$ cat src/rtl/mmio_bridge_pkg.sv
// Shared defaults for the MMIO bridge: bus widths, FSM encodings and the
// standard peripheral map (RAM, keyboard, RTC, seg/led).
package mmio_bridge_pkg;

    localparam int unsigned NSLV_DEF = 4;
    localparam int unsigned AW_DEF   = 64;
    localparam int unsigned DW_DEF   = 64;

    typedef logic [1:0] state_t;
    localparam state_t ST_IDLE = 2'd0;
    localparam state_t ST_REQ  = 2'd1;
    localparam state_t ST_RESP = 2'd2;

    localparam logic [63:0] RAM_BASE = 64'h0000_0000_8000_0000;
    localparam logic [63:0] RAM_LEN  = 64'h0000_0000_0800_0000;
    localparam logic [63:0] KBD_BASE = 64'h0000_0000_a000_0060;
    localparam logic [63:0] KBD_LEN  = 64'h0000_0000_0000_0008;
    localparam logic [63:0] RTC_BASE = 64'h0000_0000_a000_0048;
    localparam logic [63:0] RTC_LEN  = 64'h0000_0000_0000_0008;
    localparam logic [63:0] SEG_BASE = 64'h0000_0000_a000_0100;
    localparam logic [63:0] SEG_LEN  = 64'h0000_0000_0000_0020;

    // Slot 0 sits in the least-significant word.
    localparam logic [NSLV_DEF*AW_DEF-1:0] SLV_BASE_DEF = {SEG_BASE, RTC_BASE, KBD_BASE, RAM_BASE};
    localparam logic [NSLV_DEF*AW_DEF-1:0] SLV_LEN_DEF  = {SEG_LEN,  RTC_LEN,  KBD_LEN,  RAM_LEN};

endpackage

$ cat src/rtl/mmio_bridge_if.sv
// Core-side request/response channel of the MMIO bridge.
interface mmio_bridge_if
    import mmio_bridge_pkg::*;
#(
    parameter int unsigned AW = AW_DEF,
    parameter int unsigned DW = DW_DEF
) ();

    logic              req_valid;
    logic              req_ready;
    logic [AW-1:0]     req_addr;
    logic              req_wen;
    logic [DW-1:0]     req_wdata;
    logic [DW/8-1:0]   req_wstrb;
    logic              resp_valid;
    logic              resp_ready;
    logic [DW-1:0]     resp_rdata;
    logic              resp_err;

    modport master (
        output req_valid, req_addr, req_wen, req_wdata, req_wstrb, resp_ready,
        input  req_ready, resp_valid, resp_rdata, resp_err
    );

    modport slave (
        input  req_valid, req_addr, req_wen, req_wdata, req_wstrb, resp_ready,
        output req_ready, resp_valid, resp_rdata, resp_err
    );

endinterface

$ cat src/rtl/mmio_addr_dec.sv
// Combinational window match over all slots; the lowest matching index wins.
module mmio_addr_dec
    import mmio_bridge_pkg::*;
#(
    parameter int unsigned NSLV = NSLV_DEF,
    parameter int unsigned AW   = AW_DEF,
    parameter int unsigned SW   = 2,
    parameter logic [NSLV*AW-1:0] SLV_BASE = SLV_BASE_DEF,
    parameter logic [NSLV*AW-1:0] SLV_LEN  = SLV_LEN_DEF
) (
    input  logic [AW-1:0] addr,
    output logic          hit_c,
    output logic [SW-1:0] sel_c,
    output logic [AW-1:0] offset_c
);

    logic [AW-1:0] base_v;
    logic [AW-1:0] len_v;

    // Scan high to low so a lower-index match overrides; subtraction form is overflow-safe.
    always_comb begin
        hit_c    = 1'b0;
        sel_c    = '0;
        offset_c = '0;
        base_v   = '0;
        len_v    = '0;
        for (int i = int'(NSLV) - 1; i >= 0; i--) begin
            base_v = SLV_BASE[i*AW +: AW];
            len_v  = SLV_LEN[i*AW +: AW];
            if ((addr >= base_v) && ((addr - base_v) < len_v)) begin
                hit_c    = 1'b1;
                sel_c    = SW'(i);
                offset_c = addr - base_v;
            end
        end
    end

endmodule

$ cat src/rtl/mmio_bridge.sv
// MMIO bridge: decodes core requests onto one peripheral slot, reports
// unmapped/timeout accesses as bus errors and records the last fault address.
module mmio_bridge
    import mmio_bridge_pkg::*;
#(
    parameter int unsigned NSLV  = NSLV_DEF,
    parameter int unsigned AW    = AW_DEF,
    parameter int unsigned DW    = DW_DEF,
    parameter logic [NSLV*AW-1:0] SLV_BASE = SLV_BASE_DEF,
    parameter logic [NSLV*AW-1:0] SLV_LEN  = SLV_LEN_DEF,
    parameter int unsigned TMO   = 16,
    parameter int unsigned CNT_W = 8
) (
    input  logic                 clk,
    input  logic                 rst,
    mmio_bridge_if.slave         bus,
    output logic [NSLV-1:0]      slv_valid,
    input  logic [NSLV-1:0]      slv_ready,
    output logic [AW-1:0]        slv_addr,
    output logic                 slv_wen,
    output logic [DW-1:0]        slv_wdata,
    output logic [DW/8-1:0]      slv_wstrb,
    input  logic [NSLV*DW-1:0]   slv_rdata,
    output logic [AW-1:0]        err_addr,
    output logic [CNT_W-1:0]     err_cnt
);

    localparam int unsigned SW = (NSLV > 1) ? $clog2(NSLV) : 1;
    localparam int unsigned TW = (TMO > 1) ? $clog2(TMO) : 1;
    localparam int unsigned BW = DW / 8;
    localparam logic [TW-1:0]   TMO_LAST = TW'((TMO == 0) ? 0 : TMO - 1);
    localparam logic [NSLV-1:0] SLOT_ONE = NSLV'(1);

    state_t           state, state_n;
    logic [SW-1:0]    sel_q, sel_n;
    logic [AW-1:0]    addr_q, addr_n;
    logic [TW-1:0]    tmo_cnt, tmo_n;
    logic [NSLV-1:0]  valid_n;
    logic [AW-1:0]    saddr_n;
    logic             wen_n;
    logic [DW-1:0]    wdata_n;
    logic [BW-1:0]    wstrb_n;
    logic             ready_r, ready_n;
    logic             rvalid_r, rvalid_n;
    logic [DW-1:0]    rdata_r, rdata_n;
    logic             rerr_r, rerr_n;
    logic [AW-1:0]    eaddr_n;
    logic [CNT_W-1:0] ecnt_n, ecnt_inc;
    logic [DW-1:0]    rdata_sel;
    logic             ready_sel;
    logic             dec_hit;
    logic [SW-1:0]    dec_sel;
    logic [AW-1:0]    dec_off;

    mmio_addr_dec #(
        .NSLV     (NSLV),
        .AW       (AW),
        .SW       (SW),
        .SLV_BASE (SLV_BASE),
        .SLV_LEN  (SLV_LEN)
    ) u_dec (
        .addr     (bus.req_addr),
        .hit_c    (dec_hit),
        .sel_c    (dec_sel),
        .offset_c (dec_off)
    );

    assign bus.req_ready  = ready_r;
    assign bus.resp_valid = rvalid_r;
    assign bus.resp_rdata = rdata_r;
    assign bus.resp_err   = rerr_r;

    assign ecnt_inc = (err_cnt == '1) ? err_cnt : err_cnt + CNT_W'(1);

    // Next-state and next-output logic; every register holds by default.
    always_comb begin
        state_n   = state;
        sel_n     = sel_q;
        addr_n    = addr_q;
        tmo_n     = tmo_cnt;
        valid_n   = slv_valid;
        saddr_n   = slv_addr;
        wen_n     = slv_wen;
        wdata_n   = slv_wdata;
        wstrb_n   = slv_wstrb;
        ready_n   = ready_r;
        rvalid_n  = rvalid_r;
        rdata_n   = rdata_r;
        rerr_n    = rerr_r;
        eaddr_n   = err_addr;
        ecnt_n    = err_cnt;
        rdata_sel = '0;
        ready_sel = 1'b0;
        for (int i = 0; i < int'(NSLV); i++) begin
            if (sel_q == SW'(i)) begin
                rdata_sel = slv_rdata[i*DW +: DW];
                ready_sel = slv_ready[i];
            end
        end
        case (state)
            ST_IDLE: begin
                if (bus.req_valid) begin
                    ready_n = 1'b0;
                    addr_n  = bus.req_addr;
                    if (dec_hit) begin
                        state_n = ST_REQ;
                        sel_n   = dec_sel;
                        valid_n = SLOT_ONE << dec_sel;
                        saddr_n = dec_off;
                        wen_n   = bus.req_wen;
                        wdata_n = bus.req_wdata;
                        wstrb_n = bus.req_wstrb;
                        tmo_n   = '0;
                    end else begin
                        state_n  = ST_RESP;
                        rvalid_n = 1'b1;
                        rdata_n  = '0;
                        rerr_n   = 1'b1;
                        eaddr_n  = bus.req_addr;
                        ecnt_n   = ecnt_inc;
                    end
                end
            end
            ST_REQ: begin
                // Ready in the final allowed cycle still completes without error.
                if (ready_sel) begin
                    state_n  = ST_RESP;
                    valid_n  = '0;
                    rvalid_n = 1'b1;
                    rdata_n  = slv_wen ? '0 : rdata_sel;
                    rerr_n   = 1'b0;
                end else if ((TMO != 0) && (tmo_cnt == TMO_LAST)) begin
                    state_n  = ST_RESP;
                    valid_n  = '0;
                    rvalid_n = 1'b1;
                    rdata_n  = '0;
                    rerr_n   = 1'b1;
                    eaddr_n  = addr_q;
                    ecnt_n   = ecnt_inc;
                end else begin
                    tmo_n = tmo_cnt + TW'(1);
                end
            end
            ST_RESP: begin
                if (bus.resp_ready) begin
                    state_n  = ST_IDLE;
                    rvalid_n = 1'b0;
                    ready_n  = 1'b1;
                end
            end
            default: begin
                state_n  = ST_IDLE;
                valid_n  = '0;
                rvalid_n = 1'b0;
                ready_n  = 1'b1;
            end
        endcase
    end

    always_ff @(posedge clk) begin
        if (rst) begin
            state     <= ST_IDLE;
            sel_q     <= '0;
            addr_q    <= '0;
            tmo_cnt   <= '0;
            slv_valid <= '0;
            slv_addr  <= '0;
            slv_wen   <= 1'b0;
            slv_wdata <= '0;
            slv_wstrb <= '0;
            ready_r   <= 1'b1;
            rvalid_r  <= 1'b0;
            rdata_r   <= '0;
            rerr_r    <= 1'b0;
            err_addr  <= '0;
            err_cnt   <= '0;
        end else begin
            state     <= state_n;
            sel_q     <= sel_n;
            addr_q    <= addr_n;
            tmo_cnt   <= tmo_n;
            slv_valid <= valid_n;
            slv_addr  <= saddr_n;
            slv_wen   <= wen_n;
            slv_wdata <= wdata_n;
            slv_wstrb <= wstrb_n;
            ready_r   <= ready_n;
            rvalid_r  <= rvalid_n;
            rdata_r   <= rdata_n;
            rerr_r    <= rerr_n;
            err_addr  <= eaddr_n;
            err_cnt   <= ecnt_n;
        end
    end

endmodule

$ cat src/flat_wrapper.sv
// flat-port wrapper written by rule: the top's interface ports become plain ports
module mmio_bridge_flat import mmio_bridge_pkg::*;
#(
    parameter int unsigned NSLV  = NSLV_DEF,
    parameter int unsigned AW    = AW_DEF,
    parameter int unsigned DW    = DW_DEF,
    parameter logic [NSLV*AW-1:0] SLV_BASE = SLV_BASE_DEF,
    parameter logic [NSLV*AW-1:0] SLV_LEN  = SLV_LEN_DEF,
    parameter int unsigned TMO   = 16,
    parameter int unsigned CNT_W = 8
)
  (clk, rst, slv_valid, slv_ready, slv_addr, slv_wen, slv_wdata, slv_wstrb, slv_rdata, err_addr, err_cnt, bus_req_valid, bus_req_addr, bus_req_wen, bus_req_wdata, bus_req_wstrb, bus_resp_ready, bus_req_ready, bus_resp_valid, bus_resp_rdata, bus_resp_err);
  mmio_bridge_if #(.AW(AW), .DW(DW)) bus_i ();
  input  logic clk;
  input  logic rst;
  output logic [NSLV-1:0] slv_valid;
  input  logic [NSLV-1:0] slv_ready;
  output logic [AW-1:0] slv_addr;
  output logic slv_wen;
  output logic [DW-1:0] slv_wdata;
  output logic [DW/8-1:0] slv_wstrb;
  input  logic [NSLV*DW-1:0] slv_rdata;
  output logic [AW-1:0] err_addr;
  output logic [CNT_W-1:0] err_cnt;
  input wire logic [$bits(bus_i.req_valid)-1:0] bus_req_valid;
  input wire logic [$bits(bus_i.req_addr)-1:0] bus_req_addr;
  input wire logic [$bits(bus_i.req_wen)-1:0] bus_req_wen;
  input wire logic [$bits(bus_i.req_wdata)-1:0] bus_req_wdata;
  input wire logic [$bits(bus_i.req_wstrb)-1:0] bus_req_wstrb;
  input wire logic [$bits(bus_i.resp_ready)-1:0] bus_resp_ready;
  output wire logic [$bits(bus_i.req_ready)-1:0] bus_req_ready;
  output wire logic [$bits(bus_i.resp_valid)-1:0] bus_resp_valid;
  output wire logic [$bits(bus_i.resp_rdata)-1:0] bus_resp_rdata;
  output wire logic [$bits(bus_i.resp_err)-1:0] bus_resp_err;
  assign bus_i.req_valid = bus_req_valid;
  assign bus_i.req_addr = bus_req_addr;
  assign bus_i.req_wen = bus_req_wen;
  assign bus_i.req_wdata = bus_req_wdata;
  assign bus_i.req_wstrb = bus_req_wstrb;
  assign bus_i.resp_ready = bus_resp_ready;
  assign bus_req_ready = bus_i.req_ready;
  assign bus_resp_valid = bus_i.resp_valid;
  assign bus_resp_rdata = bus_i.resp_rdata;
  assign bus_resp_err = bus_i.resp_err;
  mmio_bridge #(.NSLV(NSLV), .AW(AW), .DW(DW), .SLV_BASE(SLV_BASE), .SLV_LEN(SLV_LEN), .TMO(TMO), .CNT_W(CNT_W)) u_core (.clk(clk), .rst(rst), .bus(bus_i), .slv_valid(slv_valid), .slv_ready(slv_ready), .slv_addr(slv_addr), .slv_wen(slv_wen), .slv_wdata(slv_wdata), .slv_wstrb(slv_wstrb), .slv_rdata(slv_rdata), .err_addr(err_addr), .err_cnt(err_cnt));
endmodule
$ cat config.mk
export PLATFORM = sky130hd
export DESIGN_NAME = mmio_bridge_flat
export DESIGN_NICKNAME = d
export VERILOG_FILES = /design/src/rtl/mmio_bridge_pkg.sv /design/src/rtl/mmio_bridge_if.sv /design/src/rtl/mmio_addr_dec.sv /design/src/rtl/mmio_bridge.sv /design/src/flat_wrapper.sv
export SDC_FILE = /design/constraint.sdc
export NUM_CORES = 1
export LEC_CHECK = 0
export CORE_AREA = 2 2 265 267
export CTS_CLUSTER_DIAMETER = 200
export DETAILED_ROUTE_END_ITERATION = 10
export DIE_AREA = 0 0 267 269
export SLEW_MARGIN = 10
export SYNTH_ARGS = -nofsm -noshare
export SYNTH_HDL_FRONTEND = slang
export SYNTH_SLANG_ARGS = --single-unit
$ cat constraint.sdc
create_clock -name clk -period 5.15 [get_ports clk]
set_clock_uncertainty 0.2 [all_clocks]
set_input_delay 0.515 -clock clk [delete_from_list [all_inputs] [get_ports clk]]
set_output_delay 0.515 -clock clk [all_outputs]
set_load 0.005 [all_outputs]
==> results of run 1 <==
==> per-stage QoR <==
step           util (%)  hold WS [ns]  worst slack, ns
2_1_floorplan         -         0.237            0.581
3_3_place_gp       43.0         0.242           -0.805
3_5_place_dp       43.0         0.243           -0.795
4_1_cts            45.1         0.254           0.0851
5_1_grt            45.2         0.273         -0.00658
6_report           45.3         0.255            0.151
==> report_power, final <==
group / switching [W] / total [W] / leakage (nW) / internal [W]
logic: 0.000640 / 0.00128 / 7.74 / 0.000640
registers: 0.0000467 / 0.00284 / 2.86 / 0.00280
clock network: 0.00127 / 0.00311 / 0.691 / 0.00184
total: 0.00196 / 0.00723 / 11.3 / 0.00528
==> repair_timing <==
item,in CTS,in global routing
hold buffers,0,0
setup endpoints to repair,278,285
gates resized for setup,2,4
pin swaps,0,2
setup buffers,0,2
==> cell usage after synthesis (5+ instances only) <==
library cell	count	area [um^2]
o21bai_1	5	37.5
nor4_1	58	363
nor4b_1	10	87.6
and2_1	42	263
nand2b_1	36	225
o21ai_0	38	190
nand3b_1	9	67.6
nor4_2	12	150
inv_1	20	75.1
and3_1	11	68.8
nor3_1	60	300
xnor2_1	68	596
a311oi_1	50	438
ha_1	12	150
clkbuf_1	139	522
mux2i_1	80	801
a21o_1	9	67.6
nand3_1	62	310
or3_1	15	93.8
dfxtp_1	352	7050
nor2b_1	10	62.6
or2_2	11	68.8
o311ai_0	5	43.8
o31ai_1	5	37.5
mux4_2	65	1460
a211oi_1	28	210
nand4_1	37	231
o2111ai_1	7	61.3
nor4_4	5	106
a21oi_1	145	726
o211ai_1	10	75.1
o22ai_1	6	37.5
a22o_1	65	569
o21a_1	8	60.1
buf_2	33	165
buf_4	9	67.6
buf_1	11	41.3
nand2_1	299	1120
nand4b_1	6	52.6
a31oi_1	8	50.1
nor2_1	226	848
or4_1	32	240
xor2_1	35	307
==> sequential cells by signal (all words and copies together), names as in the netlist, 4 cells and up <==
| register | flops |
|---|---|
| u_core.err_addr | 64 |
| u_core.slv_wstrb | 8 |
| u_core.slv_wdata | 64 |
| u_core.err_cnt | 8 |
| u_core.bus.resp_rdata | 64 |
| u_core.addr_q | 64 |
| u_core.slv_addr | 64 |
| u_core.tmo_cnt | 4 |
| u_core.slv_valid | 4 |
==> worst min-delay path by stage <==
stage | from | to | slack [ns] | cells after the start
floorplan | u_core.addr_q[0] | u_core.addr_q[0] | 0.24 | 2
global placement | u_core.addr_q[26] | u_core.addr_q[26] | 0.24 | 2
detailed placement | u_core.slv_addr[47] | u_core.slv_addr[47] | 0.24 | 1
CTS | u_core.addr_q[2] | u_core.addr_q[2] | 0.25 | 2
global route | u_core.addr_q[40] | u_core.addr_q[40] | 0.27 | 2
finish | u_core.addr_q[3] | u_core.addr_q[3] | 0.26 | 2
==> critical path, stage by stage <==
cell and delay, ns:
clkdlybuf4s50_1 0.52, inv_1 0.14, ha_2 0.33, nand3b_1 0.28
buf_4 0.24, nor4_4 0.25, buf_4 0.19, buf_4 0.12
a21oi_1 0.06, or4_1 0.63, or4_4 0.54, nor4_4 0.23
a32oi_2 0.22, nand3_1 0.22, o21ai_2 0.12, nor2_4 0.16
buf_12 0.27, a22o_1 0.20
==> layer usage <==
metal / share of wire, % / track usage [%] / vias to the layer above
li1: - / - / 10100
met1: 40 / 43.0 / 11100
met2: 45 / 54.7 / 1209
met3: 10 / 11.6 / 286
met4: 4.8 / 16.6 / 36
met5: 0.19 / 0 / -
==> logic make-up (layout without fill, tap and decap cells) <==
logic type	Yosys count	after routing	synth area share, %
other	0	37	0
multiplexers	149	149	12.0
buffers and inverters	215	1190	4.74
AND/OR/NAND/NOR	974	974	25.9
adder cells (fa/ha/maj)	12	12	0.780
flip-flops	352	352	36.6
AO/OA/AOI/OAI	425	425	15.3
XOR/XNOR	103	103	4.69
==> cell type report <==
| type | instances | share of cell area [%] |
|---|---|---|
| multi-input combinational | 1663 | 36.2 |
| timing repair buffer | 1097 | 32.5 |
| sequential | 352 | 22.5 |
| tap | 940 | 3.75 |
| clock buffer | 52 | 3.53 |
| clock inverter | 21 | 0.993 |
| antenna | 37 | 0.295 |
| inverter | 20 | 0.239 |
==> metrics.yaml, run 1 <==
status: "finished, final reports clean"
cts-root-buf: "clkbuf_16"
path_clk_slew_ns: 0.06
stdcell_count: 4182
min_period_ns: 5.00
hp-class: "reg2reg"
gp_congestion: 0.959
p_leak_nw: 11.3
row_count: 97
core_um2: 69300
syn_area_um2: 19200
ir_drop_mv: 0.263
async_flop_share_pct: 0
slew_violations: 0
final_common_cell: "clkdlybuf4s50_1"
dr.pass1.iters: 7
dp_cells: 4070
seqCellArea_um2: 7050
reg2reg_slack_ns: 1.89
fin_nets: 3587
dp_hpwl_um: 108000
layout-drive-gt1-share_pct: 19.0
initial_core_util_pct: 27.8
ys_ff_latch: 352
clock.fmax_mhz: 200
p_per_area_nw_per_um2: 231
worst_setup_path_end_kind: "flop"
tightest_slew_ns: 0.959
max-slew-margin-rel_pct: 35.9
clock_sinks: 352
htreeDepth: 2
p_total_w: 0.00723
final_area_um2: 31400
cp.required_ns: 5.46
clk_latency_ns: 0.58
grt_use_total_pct: 34.9
ys_types: 81
max_cap_viol_count: 0
critPathKind: "in2reg"
rr_startpoint: "u_core.sel_q[0]"
synth_flop_cell: "dfxtp_1"
dieArea_um2: 71800
dpl-instance-area_um2: 29800
multi_input_area_um2: 11400
drc: 0
grt_max_degree: 138
critPathMaxFanout: 51
syn_avg_cell_area_um2: 8.63
yosysWarningCount: 0
n_fill_cell: 6720
fin_setup_tns_ns: 0
io_pins: 681
grt_overflow_total: 0
critPathCapture: "u_core.bus.resp_rdata[29]"
r2r-end: "u_core.err_addr[49]"
setup_viol: 0
grt_pass1_wl_um: 175000
synthesis.nets: 2643
drt_wl_total_um: 131000
finalHoldViolations: 0
syn2layout_area_growth_pct: 63.0
die_h_um: 269
grt_pass1_vias: 21600
arrival_ns: 5.31
numPortBuffers: 680
clockBufferDepth: 3
layout_common_cells: "clkdlybuf4s50_1 (679), buf_4 (397), dfxtp_1 (350)"
grt_antenna_before_repair: 72
synth_edf_count: 0
period_share_pct: 97.1
drt_iter0_markers: 2112
yosysSeqAreaShare_pct: 36.6
cts_tree: "built"
detail-route-antenna-nets: 0
crit_path_start: "bus_req_addr[32]"
vias_per_cell: 5.42
vias: 22600
rr_worst_depth: 6
avgRoutedWirePerCell_um: 31.3
syn_inst: 2230
cts_made_buffers: 40
die_width_um: 267
critPathLaunchType: "input port"
(Power assumes the default switching activity.)
==> run 2: changes to the inputs <==
SLEW_MARGIN = 20   (was 10)
clock period = 6.2 ns   (was 5.15 ns; I/O delays follow)
==> run 2 against run 1 <==
Net effect:
- highest routed layer unchanged
- critical endpoint is now u_core.err_addr[42]
- largest cell class unchanged
- non-clock buffer count shrank 201
- clock power shrank 17%
- global-route usage shrank 2.0 points
- combinational power shrank 22%
- critical path type unchanged
- clock-buffer cell count grew 3
- largest power group unchanged
- setup slack gained 0.74 ns
==> metrics.yaml, run 2 (same netlist as run 1, synthesis figures left out) <==
hp-class: "reg2reg"
finalHoldViolations: 0
rr_startpoint: "u_core.sel_q[0]"
fin_setup_tns_ns: 0
critPathMaxFanout: 66
max_cap_viol_count: 0
grt_pass1_vias: 20600
initial_core_util_pct: 27.8
arrival_ns: 5.59
critical-path-top-delay-family: "simple AND/OR/NAND/NOR gates"
path_depth: 15
dp_cells: 3871
worstHoldStart: "u_core.addr_q[10]"
p_per_area_nw_per_um2: 200
detail-route-antenna-nets: 0
holdPathEnd: "u_core.addr_q[10]"
slowest_delay_ns: 0.67
p_int_w: 0.00433
layout_common_cells: "clkdlybuf4s50_1 (679), dfxtp_1 (350), nand2_1 (298)"
critPathLaunchType: "input port"
worst_setup_path_end_kind: "flop"
grt_antenna_before_repair: 68
die_width_um: 267
tightest_slew_ns: 1.14
grt_overflow_total: 0
syn2layout_area_growth_pct: 54.5
io_pins: 681
critPathBufInv: 4
min_period_ns: 5.31
cts_tree: "built"
layout-drive-gt1-share_pct: 13.5
final_common_cell: "clkdlybuf4s50_1"
clk_latency_ns: 0.59
die_h_um: 269
cts_resized: 0
vias_per_cell: 5.52
comb_power_share_pct: 16.7
n_fill_cell: 6839
core_um2: 69300
ir_drop_mv: 0.177
stdcell_count: 3976
grt_max_degree: 103
hold_buffers: 0
whs_path_depth: 2
seqCellArea_um2: 7050
rr_worst_depth: 6
multi_input_area_um2: 11300
cts-root-buf: "clkbuf_16"
htreeDepth: 2
cp.required_ns: 6.48
drt_iter0_markers: 2164
post_cts_buffers: 0
cts_made_buffers: 41
seq_power_share_pct: 39.8
numPortBuffers: 680
clockBufferDepth: 3
gp_congestion: 0.987
slew_violations: 0
grt_use_total_pct: 32.9
avgRoutedWirePerCell_um: 31.1
holdWs_ns: 0.255
vias: 21900
fin_nets: 3387
critical_path.slowest_cell: "clkdlybuf4s50_1"
r2r-end: "u_core.err_addr[42]"
drt_wl_total_um: 124000
status: "finished, final reports clean"
p_clk_share_pct: 43.5
fin_util_pct: 42.9
period_share_pct: 85.7
switching_share_pct: 27.2
row_count: 97
dp_hpwl_um: 101000
setup_viol: 0
reg2reg_slack_ns: 2.83
drc: 0
p_leak_nw: 10.3
path_clk_slew_ns: 0.06
rsz0062_at_grt: "false"
critPathKind: "in2reg"
crit_chain: "clkdlybuf4s50_1, buf_4, nor4_1, buf_4, nand3_1, xor2_1, o2111ai_1, or4_1, or4_4, nor4_4, a32oi_2, nand3_1, nand2_4, buf_12, a311oi_1"
grt_pass1_wl_um: 166000
p_sw_w: 0.00162
clock.fmax_mhz: 188
max-slew-margin-rel_pct: 23.5
dr.pass1.iters: 7
clock_sinks: 352
dieArea_um2: 71800
[run 2: cell count changes in the layout (fill, tap and decap cells not counted), moves of 2 or more]
cell / delta
clkbuf_1: -2
clkbuf_8: +4
bufinv_16: -2
clkinv_4: -2
clkinv_2: +3
clkinvlp_4: -2
buf_4: -193
buf_12: -8
nor4_2: -2
clkinv_8: -3
diode_2: -5
nor4_1: +2
clkinv_16: +2
[run 2: final cells by class]
cell class                 instances  area share [%]
clock inverter                    18           0.876
inverter                          20           0.253
clock buffer                      55            3.97
antenna                           32           0.269
multi-input combinational       1663            38.1
timing repair buffer             896            28.9
sequential                       352            23.7
tap                              940            3.96
[run 2: power by group through the flow]
stage          registers (W)  clock network [W]  logic (W)
4_1_cts              0.00236            0.00265   0.000979
6_report             0.00236            0.00259   0.000994
5_1_grt              0.00237            0.00273    0.00104
2_1_floorplan        0.00241                  0   0.000353
3_3_place_gp         0.00241                  0   0.000969
3_5_place_dp         0.00241                  0   0.000973
[run 2: worst max-delay path by stage]
stage	end	startpoint	slack (ns)
final	u_core.err_addr[42]	bus_req_addr[15]	0.89
after detailed placement	u_core.err_addr[43]	bus_req_addr[15]	0.38
after CTS	u_core.err_addr[42]	bus_req_addr[9]	1.0
after global routing	u_core.slv_wdata[17]	bus_req_addr[11]	0.74
after floorplan	u_core.slv_wdata[48]	bus_req_addr[8]	1.53
after global placement	u_core.err_addr[47]	bus_req_addr[8]	0.47
[run 2: through the flow]
| step | area (um^2) | worst slack [ns] | total power [W] |
|---|---|---|---|
| 5_1_grt | 29700 | 0.736 | 0.00614 |
| 6_report | 29700 | 0.887 | 0.00594 |
| 4_1_cts | 29600 | 0.997 | 0.00599 |
| 3_5_place_dp | 28200 | 0.383 | 0.00339 |
| 2_1_floorplan | 19200 | 1.53 | 0.00276 |
| 3_3_place_gp | 28200 | 0.472 | 0.00338 |
[run 2: tightest hold or removal path: stages, from the launching register on]
cell and delay, ns:
dfxtp_1 0.31, nand2_1 0.05, a21oi_1 0.05
[run 2: layer usage]
| metal | part of all wire, % | vias to the layer above | routed length (um) | track usage (%) |
|---|---|---|---|---|
| li1 | - | 9647 | - | - |
| met3 | 11 | 292 | 14200 | 12.8 |
| met5 | 0.18 | - | 217 | 0 |
| met2 | 45 | 1321 | 55100 | 50.4 |
| met1 | 39 | 10700 | 48200 | 39.9 |
| met4 | 4.9 | 36 | 6040 | 16.9 |
